**config.mk**
```make
export PLATFORM = sky130hd
export DESIGN_NAME = regfile_port_arbiter_flat
export DESIGN_NICKNAME = d
export VERILOG_FILES = /design/src/rtl/regfile_port_arbiter_if.sv /design/src/rtl/regfile_port_arbiter.sv /design/src/flat_wrapper.sv
export SDC_FILE = /design/constraint.sdc
export NUM_CORES = 1
export LEC_CHECK = 0
export CAP_MARGIN = 15
export CORE_AREA = 3 3 140 142
export CTS_CLUSTER_DIAMETER = 100
export CTS_CLUSTER_SIZE = 24
export DETAILED_ROUTE_END_ITERATION = 10
export DIE_AREA = 0 0 143 145
export PLACE_DENSITY = 0.71
export SYNTH_ARGS = -nofsm -noshare
export SYNTH_HDL_FRONTEND = slang
export SYNTH_SLANG_ARGS = --single-unit
```
**constraint.sdc**
```tcl
create_clock -name clk -period 1.4 [get_ports clk]
set_input_delay 0.14 -clock clk [delete_from_list [all_inputs] [get_ports clk]]
set_output_delay 0.14 -clock clk [all_outputs]
set_load 0.005 [all_outputs]
```
**src/rtl/regfile_port_arbiter_if.sv**
```systemverilog
`default_nettype none
// ============================================================================
//  Module      : regfile_port_arbiter_if
//  Description : Bundles the request/response handshake of the two register
//                file requesters (core = 0, debug = 1) with the register file
//                bus (one-hot enables, store strobes, write data, read buses).
//                  slave  : used by regfile_port_arbiter
//                  master : used by the requesters and register array side
//                Packed per-requester fields: requester i at [i*W +: W].
//  Revision    : 1.0  initial release
// ============================================================================
interface regfile_port_arbiter_if #(
   parameter int XLEN = 32,
   parameter int NREG = 32,
   parameter int AW   = 5
);
   logic [1:0]        req_valid;
   logic [1:0]        req_ready;
   logic [1:0]        req_we;
   logic [2*AW-1:0]   req_rs1;
   logic [2*AW-1:0]   req_rs2;
   logic [2*AW-1:0]   req_rd;
   logic [2*XLEN-1:0] req_wdata;
   logic [1:0]        rsp_valid;
   logic [1:0]        rsp_ready;
   logic [XLEN-1:0]   rsp_a;
   logic [XLEN-1:0]   rsp_b;
   logic [NREG-1:0]   reg_enable_a;
   logic [NREG-1:0]   reg_enable_b;
   logic [NREG-1:0]   reg_store;
   logic [XLEN-1:0]   reg_wdata;
   logic [XLEN-1:0]   bus_a;
   logic [XLEN-1:0]   bus_b;

   modport slave (
      input  req_valid, req_we, req_rs1, req_rs2, req_rd, req_wdata,
      input  rsp_ready, bus_a, bus_b,
      output req_ready, rsp_valid, rsp_a, rsp_b,
      output reg_enable_a, reg_enable_b, reg_store, reg_wdata
   );

   modport master (
      output req_valid, req_we, req_rs1, req_rs2, req_rd, req_wdata,
      output rsp_ready, bus_a, bus_b,
      input  req_ready, rsp_valid, rsp_a, rsp_b,
      input  reg_enable_a, reg_enable_b, reg_store, reg_wdata
   );
endinterface
`default_nettype wire

```
**src/rtl/regfile_port_arbiter.sv**
```systemverilog
`default_nettype none
// ============================================================================
//  Module      : regfile_port_arbiter
//  Description : Round-robin arbiter sequencing all accesses to a tri-state
//                bussed register file shared by the core (0) and debug (1).
//                Each transaction reads rs1 on bus A, rs2 on bus B and
//                optionally writes rd, then returns the captured values via a
//                valid/ready response. IDLE -> ACCESS (1 cycle) -> RESP.
//  Ports       : clk      - clock
//                reset_n  - asynchronous active-low reset
//                bus      - regfile_port_arbiter_if.slave (requests,
//                           responses, register enables/store, read buses)
//  Revision    : 1.0  initial release
// ============================================================================
module regfile_port_arbiter #(
   parameter int XLEN = 32,
   parameter int NREG = 32,
   parameter int AW   = 5
) (
   input  wire logic              clk,
   input  wire logic              reset_n,
   regfile_port_arbiter_if.slave  bus
);

   typedef enum logic [1:0] {
      IDLE   = 2'd0,
      ACCESS = 2'd1,
      RESP   = 2'd2
   } state_t;

   state_t            r_state;
   state_t            w_state_nxt;
   logic              r_rr_last;
   logic              r_owner;
   logic              r_we;
   logic [AW-1:0]     r_rs1;
   logic [AW-1:0]     r_rs2;
   logic [AW-1:0]     r_rd;
   logic [XLEN-1:0]   r_wdata;
   logic [XLEN-1:0]   r_rsp_a;
   logic [XLEN-1:0]   r_rsp_b;

   logic              w_grant;
   logic              w_accept;
   logic [1:0]        w_req_ready;
   logic [NREG-1:0]   w_en_a;
   logic [NREG-1:0]   w_en_b;
   logic [NREG-1:0]   w_store;
   logic [AW-1:0]     w_sel_rs1;
   logic [AW-1:0]     w_sel_rs2;
   logic [AW-1:0]     w_sel_rd;
   logic [XLEN-1:0]   w_sel_wdata;

   // x0 is hardwired: index 0 never produces an enable or store bit.
   function automatic logic [NREG-1:0] f_onehot(input logic [AW-1:0] idx);
      if (idx == '0) begin
         f_onehot = '0;
      end else begin
         f_onehot = NREG'(1) << idx;
      end
   endfunction

   // Prefer the requester that did not win last time.
   always_comb begin
      if (bus.req_valid[~r_rr_last]) begin
         w_grant = ~r_rr_last;
      end else begin
         w_grant = r_rr_last;
      end
   end

   assign w_sel_rs1   = w_grant ? bus.req_rs1[2*AW-1:AW]       : bus.req_rs1[AW-1:0];
   assign w_sel_rs2   = w_grant ? bus.req_rs2[2*AW-1:AW]       : bus.req_rs2[AW-1:0];
   assign w_sel_rd    = w_grant ? bus.req_rd[2*AW-1:AW]        : bus.req_rd[AW-1:0];
   assign w_sel_wdata = w_grant ? bus.req_wdata[2*XLEN-1:XLEN] : bus.req_wdata[XLEN-1:0];

   // State register
   always_ff @(posedge clk or negedge reset_n) begin
      if (!reset_n) begin
         r_state <= IDLE;
      end else begin
         r_state <= w_state_nxt;
      end
   end

   // Next state and outputs. Enables and ready are qualified with reset_n so
   // they drop the instant reset is asserted, without waiting for state.
   always_comb begin
      w_state_nxt = r_state;
      w_req_ready = 2'b00;
      w_en_a      = '0;
      w_en_b      = '0;
      w_store     = '0;
      case (r_state)
         IDLE: begin
            if (reset_n && bus.req_valid[w_grant]) begin
               w_req_ready[w_grant] = 1'b1;
               w_state_nxt          = ACCESS;
            end
         end
         ACCESS: begin
            w_state_nxt = RESP;
            if (reset_n) begin
               w_en_a = f_onehot(r_rs1);
               w_en_b = f_onehot(r_rs2);
               if (r_we) begin
                  w_store = f_onehot(r_rd);
               end
            end
         end
         RESP: begin
            if (bus.rsp_ready[r_owner]) begin
               w_state_nxt = IDLE;
            end
         end
         default: begin
            w_state_nxt = IDLE;
         end
      endcase
   end

   assign w_accept = |w_req_ready;

   // Transaction latch and response capture. Reads sample the bus on the
   // same edge that performs the store, so they see the pre-write value.
   always_ff @(posedge clk or negedge reset_n) begin
      if (!reset_n) begin
         r_rr_last <= 1'b1;
         r_owner   <= 1'b0;
         r_we      <= 1'b0;
         r_rs1     <= '0;
         r_rs2     <= '0;
         r_rd      <= '0;
         r_wdata   <= '0;
         r_rsp_a   <= '0;
         r_rsp_b   <= '0;
      end else begin
         if (w_accept) begin
            r_rr_last <= w_grant;
            r_owner   <= w_grant;
            r_we      <= bus.req_we[w_grant];
            r_rs1     <= w_sel_rs1;
            r_rs2     <= w_sel_rs2;
            r_rd      <= w_sel_rd;
            r_wdata   <= w_sel_wdata;
         end
         if (r_state == ACCESS) begin
            // An undriven bus floats; x0 reads never sample it.
            r_rsp_a <= (r_rs1 == '0) ? '0 : bus.bus_a;
            r_rsp_b <= (r_rs2 == '0) ? '0 : bus.bus_b;
         end
      end
   end

   assign bus.req_ready    = w_req_ready;
   assign bus.rsp_valid    = (r_state == RESP) ? (r_owner ? 2'b10 : 2'b01) : 2'b00;
   assign bus.rsp_a        = r_rsp_a;
   assign bus.rsp_b        = r_rsp_b;
   assign bus.reg_enable_a = w_en_a;
   assign bus.reg_enable_b = w_en_b;
   assign bus.reg_store    = w_store;
   assign bus.reg_wdata    = r_wdata;

endmodule
`default_nettype wire

```
**src/flat_wrapper.sv**
```systemverilog
// flat-port wrapper written by rule: the top's interface ports become plain ports
module regfile_port_arbiter_flat 
#(
   parameter int XLEN = 32,
   parameter int NREG = 32,
   parameter int AW   = 5
)
  (clk, reset_n, bus_req_valid, bus_req_we, bus_req_rs1, bus_req_rs2, bus_req_rd, bus_req_wdata, bus_rsp_ready, bus_bus_a, bus_bus_b, bus_req_ready, bus_rsp_valid, bus_rsp_a, bus_rsp_b, bus_reg_enable_a, bus_reg_enable_b, bus_reg_store, bus_reg_wdata);
  regfile_port_arbiter_if #(.XLEN(XLEN), .NREG(NREG), .AW(AW)) bus_i ();
  input  wire logic clk;
  input  wire logic reset_n;
  input wire logic [$bits(bus_i.req_valid)-1:0] bus_req_valid;
  input wire logic [$bits(bus_i.req_we)-1:0] bus_req_we;
  input wire logic [$bits(bus_i.req_rs1)-1:0] bus_req_rs1;
  input wire logic [$bits(bus_i.req_rs2)-1:0] bus_req_rs2;
  input wire logic [$bits(bus_i.req_rd)-1:0] bus_req_rd;
  input wire logic [$bits(bus_i.req_wdata)-1:0] bus_req_wdata;
  input wire logic [$bits(bus_i.rsp_ready)-1:0] bus_rsp_ready;
  input wire logic [$bits(bus_i.bus_a)-1:0] bus_bus_a;
  input wire logic [$bits(bus_i.bus_b)-1:0] bus_bus_b;
  output wire logic [$bits(bus_i.req_ready)-1:0] bus_req_ready;
  output wire logic [$bits(bus_i.rsp_valid)-1:0] bus_rsp_valid;
  output wire logic [$bits(bus_i.rsp_a)-1:0] bus_rsp_a;
  output wire logic [$bits(bus_i.rsp_b)-1:0] bus_rsp_b;
  output wire logic [$bits(bus_i.reg_enable_a)-1:0] bus_reg_enable_a;
  output wire logic [$bits(bus_i.reg_enable_b)-1:0] bus_reg_enable_b;
  output wire logic [$bits(bus_i.reg_store)-1:0] bus_reg_store;
  output wire logic [$bits(bus_i.reg_wdata)-1:0] bus_reg_wdata;
  assign bus_i.req_valid = bus_req_valid;
  assign bus_i.req_we = bus_req_we;
  assign bus_i.req_rs1 = bus_req_rs1;
  assign bus_i.req_rs2 = bus_req_rs2;
  assign bus_i.req_rd = bus_req_rd;
  assign bus_i.req_wdata = bus_req_wdata;
  assign bus_i.rsp_ready = bus_rsp_ready;
  assign bus_i.bus_a = bus_bus_a;
  assign bus_i.bus_b = bus_bus_b;
  assign bus_req_ready = bus_i.req_ready;
  assign bus_rsp_valid = bus_i.rsp_valid;
  assign bus_rsp_a = bus_i.rsp_a;
  assign bus_rsp_b = bus_i.rsp_b;
  assign bus_reg_enable_a = bus_i.reg_enable_a;
  assign bus_reg_enable_b = bus_i.reg_enable_b;
  assign bus_reg_store = bus_i.reg_store;
  assign bus_reg_wdata = bus_i.reg_wdata;
  regfile_port_arbiter #(.XLEN(XLEN), .NREG(NREG), .AW(AW)) u_core (.clk(clk), .reset_n(reset_n), .bus(bus_i));
endmodule
```
* Word-level counts from Yosys, hierarchy flattened *
Index checks and enable logic that the tools add are counted.

word-level totals
  input bits = 166
  output and inout port bits = 196
  bits in read-only memories = 0
  bits in latches = 0
  logic and storage cells = 64
  memories kept = 0
  bits in registers = 116
  memory bits (writable) = 0

operators by class
  multiply operators = 0
  eq/ne operators = 4
  bitwise gates (word level) = 1
  shift operators = 3
  add/sub/neg operators = 0
  div/mod/pow operators = 0
  order comparisons = 4
  reduce and logical (&&, ||, !) cells = 8
  multiplexer cells = 34

operators with widths
  kind                                                   count
  two-way mux 32 bit                                     13
  << shifter 1 x 5 -> 32 bit, first input constant       3
  zero test 5 bit                                        3
  two-way mux 5 bit                                      3
  two-way mux 2 bit                                      6
  two-way mux 1 bit                                      10
  < comparator 1 x 2 -> 1 bit, second input constant     3
  one-hot mux 2 bit (3 select lines)                     1
  inequality test 2 x 1 -> 1 bit, second input constant  2
  == test 2 x 1 -> 1 bit, second input constant          1
  == test 2 bit, second input constant                   1
  logical AND 1 bit                                      2
  zero test 2 bit                                        1
  AND reduction 2 bit                                    1
  OR reduction 2 bit                                     1
  demux 1 bit (select 1 bit)                             1
  >= comparator 1 bit, second input constant             1
  NOT 1 bit                                              1

* Longest topological paths before layout *
Gate-level depths: netlist of run 1.

  word-level depth = 11
  mapped depth = 7
  depth with buffers taken out = 4

* Worst setup path after synthesis of run 1 *
Ideal clock, no wire load.

  path type = register to register
  from = register u_core.r_rr_last
  to = register u_core.r_wdata[12], in the netlist u_core.bus.reg_wdata[12]
  required time = 1.274 ns
  period minus slack after synthesis = 1.553 ns
  setup slack = -0.153 ns
  arrival time = 1.427 ns
  stages on the path, launching flop included = 7
  library setup time = 0.126 ns
  path buffers = 3
  cell sequence = dfstp_2 nand2_1 and3_1 clkbuf_1 buf_6 buf_6 a221o_1

on the way
  cells in the longest elaborated chain, start to end = 10
  elaborated cells on any way between the ends = 16
  classes of those cells = order compare (2); mux (10); bitwise (1); reduce/logical (3)

RTL lines
  item                                                                                             RTL line                     text
  from (decl)                                                                                      regfile_port_arbiter.sv:33   logic r_rr_last;
  from (signal assigned)                                                                           regfile_port_arbiter.sv:139  r_rr_last <= w_grant;
  two-way mux 1 bit (not written as such) (2 in a row)                                             regfile_port_arbiter.sv:65   if (bus.req_valid[~r_rr_last]) begin
  two-way mux 1 bit (*)                                                                            regfile_port_arbiter.sv:65
  < comparator 1 x 2 -> 1 bit (not written as such) / >= comparator 1 bit (equally long branches)  regfile_port_arbiter.sv:97   w_req_ready[w_grant] = 1'b1;
  logical AND 1 bit (not written as such)                                                          regfile_port_arbiter.sv:97
  two-way mux 1 bit (not written as such)                                                          regfile_port_arbiter.sv:97
  demux 1 bit (select 1 bit)                                                                       n/a
  two-way mux 2 bit                                                                                regfile_port_arbiter.sv:96   if (reset_n && bus.req_valid[w_grant]) begin
  two-way mux 2 bit                                                                                regfile_port_arbiter.sv:94   case (r_state)
  OR reduction 2 bit                                                                               regfile_port_arbiter.sv:122  assign w_accept = |w_req_ready;
  to (signal assigned)                                                                             regfile_port_arbiter.sv:145  r_wdata <= w_sel_wdata;
  to (decl)                                                                                        regfile_port_arbiter.sv:39   logic [XLEN-1:0] r_wdata;

Mark *: on every way between the ends. The rest lies on a longest branch, timed or not. The select of a mux whose other input is x is not followed.
A chain may end at the register's enable or synchronous reset.

* Worst setup path in the final report of run 1 *
  from = register u_core.r_state[1]
  to = output port bus_reg_store[5]

on the way
  cells in the longest elaborated chain, start to end = 2

RTL lines
  item                    RTL line                    text
  from (decl)             regfile_port_arbiter.sv:31  state_t r_state;
  from (signal assigned)  regfile_port_arbiter.sv:82  r_state <= w_state_nxt;
  == test 2 x 1 -> 1 bit  regfile_port_arbiter.sv:94
  two-way mux 32 bit      regfile_port_arbiter.sv:94
  to (decl)               flat_wrapper.sv:27          output wire logic [$bits(bus_i.reg_store)-1:0] bus_reg_store;

Every way passes these cells.

==> metrics.yaml, run 1 <==
status:
  status: "finished, violations left"
  violations: "negative setup slack"
cells_and_area:
  layout_common_cells: "nand2_1 (180), clkdlybuf4s50_1 (163), dfrtp_1 (111)"
  diodes: 0
  post-route-util: 0.6318
  final_common_cell: "nand2_1"
  drive_above_1_share: 0.3617
  syn_to_final_growth_pct: 106.2
  fin_cells: 1398
  nNetsFinal: 1317
power:
  peakVddDrop_mv: 0.9054
  finalPower_uw: 20970
  p_leak_uw: 0.005505
  powerDensity_mw_per_mm2: 1787
global_routing:
  met2_usage: 0.4112
  grt_use_met3: 0.07614
  overflow: 0
  grt_usage: 0.2399
  use_met1: 0.2754
  grt_pass1_vias: 7106
  busiest_layer: "met2"
  grt_first_pass_wirelength_um: 39140
  grt_max_degree: 61
  antenna_found_initial: 0
critical_path:
  start_kind: "register"
  crit_path_max_incr_delay_ns: 0.45
  crit_type: "reg -> out"
  critPathTopFamily: "simple AND/OR/NAND/NOR gates"
  path_buf_inv: 3
  cpMaxStageDelayCell: "dfrtp_2"
  cpMostUsedCell: "buf_6"
  path_max_fanout: 8
  path_cells: "and4b_1 -> buf_6 -> nand3b_1 -> buf_6 -> nor2_2 -> buf_2"
  arrival_ns: 1.85
  required_ns: 1.26
  end_kind: "output pin"
timing:
  worstMarginPinSlew_ns: 0.7880
  hold_viol: 0
  fin_worst_skew_ns: 0.01227
  rsz0062_at_grt: "true"
  worst_slack_ns: -0.5943
  setup_tns_ns: -74.91
  min_period_ns: 1.994
  period_share: 1.424
  fmax_mhz: 501.4
  slew_headroom: 0.4747
  slew_viol_final: 0
  setup_violations: 213
floorplanning:
  die_area_mm2: 0.02074
  core.rowCount: 50
  ioPinCount: 362
  initial_core_util: 0.3063
  core-area_mm2: 0.01858
  die_w_um: 143
  die_y_um: 145
clock_network:
  clockBufferDepth: 2
  cts.sinks: 116
  numCtsBuffers: 17
  clk_pin_slew_worst_paths_ns: 0.06
  htree_num_levels: 4
  ctsRootBufferMaster: "clkbuf_16"
  clock_latency_ns: 0.42
  cts_tree: "done"
yosys:
  post_synth.cell_area_avg_um2: 8.382
  ys_top_cells_by_area: "dfrtp_1 (51%), nand2_1 (12%), a221o_1 (8.4%), nor2_1 (6.5%), o21ai_0 (5.5%)"
  postSynthCellCount: 679
  syn_area_mm2: 0.005692
  synth_area_leader_cell: "dfrtp_1"
  synth_cell_type_count: 35
  yosysWarnings: 0
  synth.top_cell.area_share: 0.5056
  ys_seq_area_frac: 0.5102
  ys_ff_latch: 116
place:
  pre_cts_ws_ns: -0.5635
  hpwlAfterDp_um: 17240
  dp_cells: 1280
  place_congestion: 0.8329
  port_buffers: 358
drt:
  drc: 0
  vias_per_cell: 4.976
  dr.pass1.iters: 4
  wl_per_cell_um: 18.91
  vias: 6956
  wirelength_um: 26440
  detail-route-antenna-nets: 0
  initialDrtViolationCount: 270
hold_path:
  hold_class: "in -> async"
run:
  max_cap_viol_count: 0
cells by family after synthesis:
family / Yosys count / synth area share
AO/OA/AOI/OAI: 116 / 0.1446
buffers and inverters: 64 / 0.05210
flip-flops: 116 / 0.5102
multiplexers: 1 / 0.001978
other: 1 / 0.0006589
AND/OR/NAND/NOR: 381 / 0.2904
sequential cells by signal, summed over array words and instances (netlist names):
signal / count
u_core.r_rr_last: 1
u_core.r_rs2: 5
u_core.r_rs1: 5
u_core.bus.rsp_b: 32
u_core.bus.reg_wdata: 32
u_core.r_rd: 5
u_core.r_we: 1
u_core.r_state: 2
u_core.bus.rsp_a: 32
u_core.r_owner: 1
final cells by class:
type                    instances  area (µm²)
inverters                       3       11.26
repair buffers                511        4817
flip-flops and latches        116        2909
well taps                     234       292.8
fillers                      1580        6842
clock buffers                  19       442.9
clock inverters                13       123.9
multi-input cells             502        3142
stage by stage:
stage	hold WS, ns	cell area, µm²
final	0.08252	11740
after global routing	0.1575	11740
after floorplan	-0.1556	5793
after CTS	0.1134	11350
after detailed placement	-0.02365	10030
after global placement	-0.02360	10030
power by group:
part | switching [µW] | total [µW] | internal, µW | leakage [µW]
registers | 999 | 5940 | 4940 | 0.00144
logic | 5040 | 10800 | 5800 | 0.00380
clock network | 1680 | 4190 | 2510 | 0.000271
total | 7720 | 21000 | 13300 | 0.00550
timing repair:
item,CTS,global route
gates resized for setup,590,128
setup endpoints to repair,308,212
buffers inserted,61,11
hold buffers,4,0
cloned,12,7
endpoints found under the hold margin,55,0
pin swaps,109,52
final timing paths:
path / start / to / slack [ns] / depth (start not counted)
max reg2reg: u_core.r_state[1] / u_core.r_rs2[2] / -0.50 / 8
min in group clk: bus_req_valid[0] / u_core.r_rr_last / 0.20 / 4
min: reset_n / u_core.r_rs1[2] / 0.08 / 3
min reg2reg: u_core.bus.rsp_a[23] / u_core.bus.rsp_a[23] / 0.47 / 2
max: u_core.r_state[1] / bus_reg_store[5] / -0.59 / 6
max in group asynchronous: reset_n / u_core.r_rs2[1] / 0.51 / 3
synth_stat cells:
library cell / count
buf_4: 3
or3b_1: 1
clkbuf_1: 33
nor4_2: 2
nor2b_1: 6
dfrtp_1: 115
a21oi_1: 1
buf_1: 9
nor3b_2: 1
o21a_1: 1
o21ai_1: 3
and4b_1: 1
nand3b_1: 3
nor4bb_1: 1
buf_6: 4
mux2_2: 1
dfstp_2: 1
and3_1: 1
nor2_1: 98
buf_2: 12
nand2b_1: 8
conb_1: 1
inv_1: 3
or2_2: 1
or2b_1: 1
nand4_1: 5
nor3_1: 48
or2_1: 2
and2_1: 2
nand4b_1: 1
nand2_1: 188
nand3_1: 8
o21ai_0: 63
and4bb_2: 3
a221o_1: 48
worst register-to-register path: stages (launching register included):
cell and delay, ns:
dfrtp_2 0.45, buf_4 0.16, nor3b_4 0.21, buf_6 0.14, buf_4 0.11, o21ai_4 0.13, buf_12 0.17, buf_16 0.14
a221o_1 0.28
routing by layer:
| metal | vias up | wire length, µm |
|---|---|---|
| li1 | 3266 | - |
| met1 | 3326 | 9940 |
| met2 | 320 | 13320 |
| met3 | 44 | 2452 |
| met4 | 0 | 719 |
| met5 | - | 0 |
Note: power is estimated with default switching activity, not from simulation.
==> inputs of run 2 (changes only) <==
- PLACE_DENSITY: 0.71 -> unset
- PLACE_DENSITY_LB_ADDON: unset -> 0.08
==> run 2 against run 1 <==
  * Setup slack got worse by 0.0039 ns
  * Global-route usage decreased by 0.37 points
  * The flow still finishes with violations (negative setup slack)
  * Largest power group unchanged
  * Critical path type unchanged
  * Critical path depth increased by 1
==> metrics.yaml, run 2 (same netlist as run 1, synthesis figures left out) <==
power:
  p_leak_uw: 0.006426  # +17%
  peakVddDrop_mv: 1.061  # +17%
  powerDensity_mw_per_mm2: 1787  # about the same
global_routing:
  antenna_found_initial: 0  # unchanged
  grt_pass1_vias: 6790  # -4.4%
  busiest_layer: "met2"
  met2_usage: 0.4112  # unchanged
  grt_max_degree: 55  # -9.8%
  grt_first_pass_wirelength_um: 38420  # -1.8%
  use_met1: 0.2796  # +0.004240
  grt_use_met3: 0.06196  # -0.01417
  overflow: 0  # unchanged
  grt_usage: 0.2362  # -0.003689
critical_path:
  end_kind: "output pin"
  required_ns: 1.26  # about the same
  path_max_fanout: 7  # -1
  arrival_ns: 1.86  # about the same
  crit_type: "reg -> out"
  start_kind: "register"
status:
  violations: "negative setup slack"
  status: "finished, violations left"
timing:
  slew_headroom: 0.5397  # +0.06501
  slew_viol_final: 0  # unchanged
  setup_violations: 212  # -0.47%
  period_share: 1.427  # +0.002786
  fin_worst_skew_ns: 0.01365  # +0.001378 ns
  worstMarginPinSlew_ns: 0.6905  # -0.09751 ns
  rsz0062_at_grt: "true"
  hold_viol: 0  # unchanged
  worst_slack_ns: -0.5982  # -0.003900 ns
  holdWs_ns: 0.03527  # -0.04725 ns
  fmax_mhz: 500.5  # -0.20%
  setup_tns_ns: -83.19  # -8.281 ns
  min_period_ns: 1.998  # +0.003900 ns
drt:
  detail-route-antenna-nets: 0  # unchanged
  vias: 6781  # -2.5%
  wl_per_cell_um: 18.52  # -2.1%
  drc: 0  # unchanged
  initialDrtViolationCount: 277  # +2.6%
  wirelength_um: 25910  # -2.0%
  vias_per_cell: 4.847  # -2.6%
  dr.pass1.iters: 6  # +2
clock_network:
  ctsRootBufferMaster: "clkbuf_16"
  cts.sinks: 116  # unchanged
  clockBufferDepth: 2  # unchanged
  clk_pin_slew_worst_paths_ns: 0.07  # about the same
  clock_latency_ns: 0.41  # about the same
  cts_tree: "done"
  numCtsBuffers: 17  # unchanged
  htree_num_levels: 4  # unchanged
floorplanning:
  initial_core_util: 0.3063  # unchanged
  ioPinCount: 362  # unchanged
  die_w_um: 143  # unchanged
  core.rowCount: 50  # unchanged
  die_area_mm2: 0.02074  # unchanged
  core-area_mm2: 0.01858  # unchanged
  die_y_um: 145  # unchanged
run:
  max_cap_viol_count: 0  # unchanged
cells_and_area:
  diodes: 0  # unchanged
  final_common_cell: "nand2_1"
  nNetsFinal: 1318  # +0.076%
  fill_cells: 1615  # +2.2%
  drive_above_1_share: 0.3382  # -0.02349
  syn_to_final_growth_pct: 110.2
  final_cell_area_mm2: 0.01197  # +1.9%
  layout_common_cells: "nand2_1 (175), clkdlybuf4s50_1 (163), dfrtp_1 (112)"
hold_path:
  hold_class: "in -> async"
place:
  hpwlAfterDp_um: 16780  # -2.7%
  port_buffers: 358  # unchanged
  place_congestion: 0.8057  # -3.3%
  place_area_mm2: 0.009976  # -0.55%
## run 2: cell types whose count changed in the layout (fill, tap and decap cells not counted), moves of 5 or more
cell            change
o21ai_2            -25
dlygate4sd2_1      -96
nor2_4              -5
dlymetal6s2s_1     +96
nand2_1             -5
o21ai_0            -31
o21ai_1            +56
## run 2: what timing repair did
item | CTS | global route
setup endpoints to repair | 307 | 308
pin swaps | 81 | 42
buffers inserted | 56 | 23
resized for setup | 491 | 229
gates cloned | 13 | 5
hold buffers | 2 | 0
endpoints found under the hold margin | 15 | 0
## run 2: worst paths after layout
| check | startpoint | end | slack, ns | cells after the start |
|---|---|---|---|---|
| setup / recovery | u_core.r_state[1] | bus_reg_store[28] | -0.60 | 7 |
| hold / removal | reset_n | u_core.bus.reg_wdata[27] | 0.04 | 3 |
| setup reg to reg | u_core.r_state[1] | u_core.r_rd[0] | -0.52 | 9 |
| hold reg to reg | u_core.bus.rsp_a[27] | u_core.bus.rsp_a[27] | 0.47 | 2 |
| max in group asynchronous | reset_n | u_core.bus.rsp_b[7] | 0.34 | 3 |
| min in group clk | bus_req_valid[0] | u_core.r_rr_last | 0.07 | 3 |
## run 2: area by class of cell
type,instances,area (µm²),area share
clock inverters,15,190.2,0.01589
clock buffers,17,425.4,0.03555
well taps,234,292.8,0.02447
multi-input cells,502,2982,0.2492
flip-flops and latches,116,2908,0.2430
repair buffers,512,5156,0.4309
inverters,3,11.26,0.0009411
## run 2: layer usage
metal | routed length, µm | vias to the layer above | share of wire
li1 | - | 3269 | -
met1 | 10100 | 3206 | 0.39
met2 | 13370 | 272 | 0.52
met3 | 1931 | 34 | 0.075
met4 | 501 | 0 | 0.019
met5 | 0 | - | 0
## run 2: critical path, stage by stage (launching register included)
cell	delay (ns)
dfrtp_2	0.42
and4b_1	0.26
buf_6	0.13
nand4_1	0.15
buf_4	0.20
buf_6	0.11
nor2_2	0.06
buf_2	0.12
## run 2: metrics by stage
step,util,cells,worst slack (ns),power [µW]
6_report,0.6440,1399,-0.5982,21380
5_1_grt,0.6440,1399,-0.6853,22670
4_1_cts,0.6032,1375,-0.6394,20960
3_5_place_dp,0.5369,1276,-0.4818,14690
3_3_place_gp,0.5369,1276,-0.4271,14630
2_1_floorplan,-,681,-0.08393,9278
## run 2: where the power goes
part           internal (µW)  switching [µW]
clock                   2850            1760
combinational           6120            4730
sequential              4940             990
total                  13900            7480
